`config.mk`:
```
export PLATFORM = sky130hd
export DESIGN_NAME = conv_window_ctrl
export DESIGN_NICKNAME = d
export VERILOG_FILES = /design/src/rtl/conv_window_ctrl.sv
export SDC_FILE = /design/constraint.sdc
export NUM_CORES = 1
export LEC_CHECK = 0
export ABC_AREA = 1
export BUFFER_PORTS_ARGS = -buffer_cell sky130_fd_sc_hd__buf_2
export CORE_ASPECT_RATIO = 1.1
export CORE_MARGIN = 5
export CORE_UTILIZATION = 45
export CTS_BUF_LIST = sky130_fd_sc_hd__clkbuf_4 sky130_fd_sc_hd__clkbuf_8
export DETAILED_ROUTE_END_ITERATION = 10
export GPL_TIMING_DRIVEN = 0
export PLACE_DENSITY_LB_ADDON = 0.1
export SLEW_MARGIN = 10
export SYNTH_ARGS = -nofsm -noshare
export SYNTH_HDL_FRONTEND = slang
export SYNTH_SLANG_ARGS = --single-unit
export TNS_END_PERCENT = 1
```
`constraint.sdc`:
```
create_clock -name clk -period 1.29 [get_ports clk]
set_input_delay 0.0645 -clock clk [delete_from_list [all_inputs] [get_ports clk]]
set_output_delay 0.0645 -clock clk [all_outputs]
set_load 0.005 [all_outputs]
```
`src/rtl/conv_window_ctrl.sv`:
```
`timescale 1ns/1ps
// conv_window_ctrl
//   Control/timing core of the convolution engine. Counts a raster stream of
//   IMG_W x IMG_H pixels, flags each pixel that completes a KxK window at the
//   configured stride, and presents that event LAT clock edges later so it
//   lines up with the MAC array result.
//
// Ports
//   clk         in   rising-edge clock
//   rst_n       in   asynchronous active-low reset
//   in_valid    in   one pixel accepted per rising edge while high
//   out_valid   out  one convolution result valid this cycle
//   out_row     out  output-map row of the current result
//   out_col     out  output-map column of the current result
//   frame_done  out  one-cycle pulse together with the frame's last result
module conv_window_ctrl #(
  parameter int IMG_W  = 8,
  parameter int IMG_H  = 8,
  parameter int K      = 3,
  parameter int STRIDE = 1,
  parameter int LAT    = 2,
  localparam int RW = (IMG_H > 1) ? $clog2(IMG_H) : 1,
  localparam int CW = (IMG_W > 1) ? $clog2(IMG_W) : 1
) (
  input  logic          clk,
  input  logic          rst_n,
  input  logic          in_valid,
  output logic          out_valid,
  output logic [RW-1:0] out_row,
  output logic [CW-1:0] out_col,
  output logic          frame_done
);

  // Input position of the final window of a frame. With a stride that does
  // not divide (IMG-K), the wrapped pixel is not a window, so the end-of-frame
  // marker has to ride on the last real window instead.
  localparam int LAST_R = (K - 1) + ((IMG_H - K) / STRIDE) * STRIDE;
  localparam int LAST_C = (K - 1) + ((IMG_W - K) / STRIDE) * STRIDE;

  logic [CW-1:0] col_q, col_d;
  logic [RW-1:0] row_q, row_d;

  int            rel_r, rel_c;
  logic          win_d, last_d;
  logic [RW-1:0] orow_d;
  logic [CW-1:0] ocol_d;

  // Stage 0 captures the window event at the accepting edge; stages 1..LAT
  // delay it so the result appears LAT edges after the accept.
  logic          vld_q  [LAT+1];
  logic          last_q [LAT+1];
  logic [RW-1:0] orow_q [LAT+1];
  logic [CW-1:0] ocol_q [LAT+1];

  always_comb begin
    col_d = col_q;
    row_d = row_q;
    if (in_valid) begin
      if (col_q == CW'(IMG_W - 1)) begin
        col_d = '0;
        row_d = (row_q == RW'(IMG_H - 1)) ? '0 : row_q + RW'(1);
      end else begin
        col_d = col_q + CW'(1);
      end
    end
  end

  always_comb begin
    rel_r  = int'(row_q) - (K - 1);
    rel_c  = int'(col_q) - (K - 1);
    win_d  = in_valid && (rel_r >= 0) && (rel_c >= 0) &&
             ((rel_r % STRIDE) == 0) && ((rel_c % STRIDE) == 0);
    orow_d = '0;
    ocol_d = '0;
    if (win_d) begin
      orow_d = RW'(rel_r / STRIDE);
      ocol_d = CW'(rel_c / STRIDE);
    end
    last_d = win_d && (row_q == RW'(LAST_R)) && (col_q == CW'(LAST_C));
  end

  always_ff @(posedge clk or negedge rst_n) begin
    if (!rst_n) begin
      col_q <= '0;
      row_q <= '0;
      for (int i = 0; i <= LAT; i++) begin
        vld_q[i]  <= 1'b0;
        last_q[i] <= 1'b0;
        orow_q[i] <= '0;
        ocol_q[i] <= '0;
      end
    end else begin
      col_q <= col_d;
      row_q <= row_d;
      // stage 0: window event at the accepting edge
      vld_q[0]  <= win_d;
      last_q[0] <= last_d;
      orow_q[0] <= orow_d;
      ocol_q[0] <= ocol_d;
      // stages 1..LAT: fixed-latency shift, no stall
      for (int i = 1; i <= LAT; i++) begin
        vld_q[i]  <= vld_q[i-1];
        last_q[i] <= last_q[i-1];
        orow_q[i] <= orow_q[i-1];
        ocol_q[i] <= ocol_q[i-1];
      end
    end
  end

  assign out_valid  = vld_q[LAT];
  assign frame_done = vld_q[LAT] & last_q[LAT];
  assign out_row    = orow_q[LAT];
  assign out_col    = ocol_q[LAT];

endmodule

```
==> load_flow_metrics.sql <==
INSERT INTO impl_metrics (metric_group, metric, value, unit) VALUES
('clocking', 'deepest_level_of_the_cts_h_tree', '2', ''),
('yosys', 'synthesis.area_per_instance', '12.48', 'um2'),
('die', 'floorplan.initialDensity', '0.4646', ''),
('grt', 'largest_net_degree_at_the_start_of_global_routing', '31', ''),
('power_and_ir_drop', 'p_seq_frac', '0.560', ''),
('critical_path', 'cpMostUsedCell', 'sky130_fd_sc_hd__nand2_1', ''),
('yosys', 'synth_top_area_cell', 'sky130_fd_sc_hd__dfrtp_1', ''),
('grt', 'global_route.usage.total', '0.1050', ''),
('clocking', 'cts_tree', 'done', ''),
('detailed_routing', 'route.final.wire_length', '1320', 'um'),
('yosys', 'proportion_of_synthesized_chip_area_in_sequential_cells', '0.7246', ''),
('die', 'core_area', '2230', 'um2'),
('power_and_ir_drop', 'p_switching', '0.0006255', 'W'),
('power_and_ir_drop', 'p_leak', '0.7070', 'nW'),
('run_status', 'status', 'complete, no violations', ''),
('critical_path', 'arrival', '1380', 'ps'),
('placement', 'place.port_buffers', '10', ''),
('clocking', 'clock-sinks', '30', ''),
('final_layout', 'final_cells', '131', ''),
('critical_path', 'path_class', 'flop to flop', ''),
('power_and_ir_drop', 'pwr-share-clk', '0.229', ''),
('final_layout', 'post_route_cells_drive_above_1_share', '0.2673', ''),
('timing', 'fin_setup_tns', '0', 'ps'),
('critical_path', 'rr_endpoint', 'row_q[2]', ''),
('yosys', 'syn_inst', '83', ''),
('grt', 'number_of_antenna_violations_at_the_first_check_in_global_routing', '0', ''),
('critical_path', 'cp-start-kind', 'flop', ''),
('grt', 'first_pass_grt_wire_length', '2504', 'um'),
('clocking', 'number_of_buffers_added_by_the_clock_tree_synthesis_step', '5', ''),
('timing', 'fmax', '853.6', 'MHz'),
('placement', 'place.detailed.hpwl', '901.9', 'um'),
('critical_path', 'critical_path.cell_chain', 'ha_1, ha_2, nand2_2, inv_2, nand2_1, nand2_1', ''),
('critical_path', 'worst-path-max-fanout', '4', ''),
('die', 'die_h', '60.33', 'um'),
('placement', 'placement.cell_area', '1124', 'um2'),
('final_layout', 'fin_nets', '111', ''),
('timing', 'timing.final.max_slew_violations', '0', ''),
('final_layout', 'seq_area', '750.7', 'um2'),
('worst_hold_path', 'min_delay_path_depth', '3', ''),
('timing', 'timing.final.setup_violations', '0', ''),
('clocking', 'clkTransAtPathRegs', '80', 'ps'),
('timing', 'min_period', '1171', 'ps'),
('yosys', 'synth.ff_latch_count', '30', ''),
('clocking', 'cts-root-buf', 'sky130_fd_sc_hd__clkbuf_4', ''),
('yosys', 'mappedNetlistNets', '92', ''),
('detailed_routing', 'first_pass_iters', '4', ''),
('power_and_ir_drop', 'p_per_area', '1879', 'nW/um2'),
('power_and_ir_drop', 'power_frac_comb', '0.211', ''),
('placement', 'routability_driven_placement_congestion_ratio', '0.7340', ''),
('timing', 'unrepaired_setup_endpoints_after_global_routing', 'false', ''),
('placement', 'dpl_worst_slack', '-19.94', 'ps'),
('detailed_routing', 'drc_errors', '0', ''),
('placement', 'dpl.cell_count', '123', ''),
('critical_path', 'setup.reg_to_reg.worst_slack', '120', 'ps'),
('critical_path', 'crit_path_top_delay_cell', 'sky130_fd_sc_hd__dfrtp_1', ''),
('die', 'ios', '11', ''),
('grt', 'globalRouteOverflowTotal', '0', ''),
('die', 'fp-row-count', '18', ''),
('detailed_routing', 'viasPerCell', '4.275', ''),
('power_and_ir_drop', 'power', '0.002245', 'W'),
('final_layout', 'filler_cell_count', '217', ''),
('timing', 'hold_violations', '0', ''),
('detailed_routing', 'initialDrtViolationCount', '9', ''),
('worst_hold_path', 'whs_endpoint', 'col_q[0]', ''),
('critical_path', 'critical_path.reg2reg.startpoint', 'col_q[1]', ''),
('final_layout', 'finish.instance_area', '1195', 'um2'),
('power_and_ir_drop', 'power.internal', '0.001620', 'W'),
('detailed_routing', 'vias', '560', ''),
('timing', 'worst_slew_margin_rel', '0.5745', ''),
('timing', 'max_slew.worst_pin.slew', '638.2', 'ps'),
('worst_hold_path', 'hold_path.startpoint', 'in_valid', '');
## cell families (layout without fill, tap and decap cells)
logic type	after synthesis	in the layout	synth area share
adder cells (fa/ha/maj)	6	6	0.07246
buffers and inverters	18	36	0.08695
AND/OR/NAND/NOR	27	27	0.1063
flip-flops	30	30	0.7246
AO/OA/AOI/OAI	2	2	0.009662
## registers in the layout, summed over array words and instances, names as in the netlist
signal	cells
row_q	3
orow_q	6
out_col	3
out_valid	1
last_q	3
vld_q	2
ocol_q	6
col_q	3
out_row	3
## cells in the final DEF (no fill, tap or decap), drive strengths merged
cell type	netlist	final
nand2	17	17
o21ai	2	2
clkbuf	0	6
nor2	9	9
inv	11	12
nand3	1	1
ha	6	6
dfrtp	30	30
dlygate4sd3	0	1
buf	6	17
## power by group through the flow
stage | sequential (W) | combinational, W | clock [W]
final | 0.00126 | 0.000474 | 0.000513
after global routing | 0.00128 | 0.000570 | 0.000594
after CTS | 0.00126 | 0.000487 | 0.000544
after detailed placement | 0.00128 | 0.000462 | 0
after global placement | 0.00127 | 0.000429 | 0
after floorplan | 0.00125 | 0.000319 | 0
## cell usage after synthesis (all sizes together)
cell type and count:
dfrtp 30, nand2 17, inv 11, nor2 9
buf 6, ha 6, o21ai 2, clkinv 1
nand3 1
## worst max path at each step
stage | startpoint | endpoint | slack (ps)
2_1_floorplan | col_q[0] | row_q[1] | 130
3_3_place_gp | col_q[0] | row_q[1] | 50
3_5_place_dp | col_q[0] | row_q[2] | -20
4_1_cts | col_q[1] | row_q[2] | 30
5_1_grt | col_q[1] | row_q[1] | 50
6_report | col_q[1] | row_q[2] | 120
## timing repair
action,4_1_cts,5_1_grt
endpoints found under the hold margin,30,0
gates resized for setup,1,1
pin swaps,0,0
hold buffers,1,0
buffers inserted,1,0
setup endpoints to repair,3,3
## metrics by stage
step | utilization | hold slack (ps)
5_1_grt | 0.5359 | 44.26
3_3_place_gp | 0.5039 | 112.7
6_report | 0.5359 | 45.80
3_5_place_dp | 0.5039 | 126.1
4_1_cts | 0.5359 | 33.98
2_1_floorplan | - | -231.1
## critical path: cells and delay by family (launching register included)
kind | cells | cell delay (ps)
buf+inv | 1 | 50
fa+ha+maj | 2 | 400
simple gates | 3 | 210
flops | 1 | 410
## area by class of cell
cell class | instances | share of cell area
multi-input combinational | 35 | 0.1654
clock buffer | 6 | 0.04293
buffer | 6 | 0.03770
timing repair buffer | 12 | 0.05654
tap | 30 | 0.03141
sequential | 30 | 0.6283
inverter | 12 | 0.03770
## per-layer routing
metal / track usage / vias to the layer above / routed length [um]
met5: 0 / - / 0
met4: 0.09375 / 0 / 56
met3: 0.05184 / 7 / 95
met2: 0.1807 / 16 / 676
met1: 0.09154 / 257 / 492
li1: - / 280 / -
Note: power is estimated with default switching activity, not from simulation.
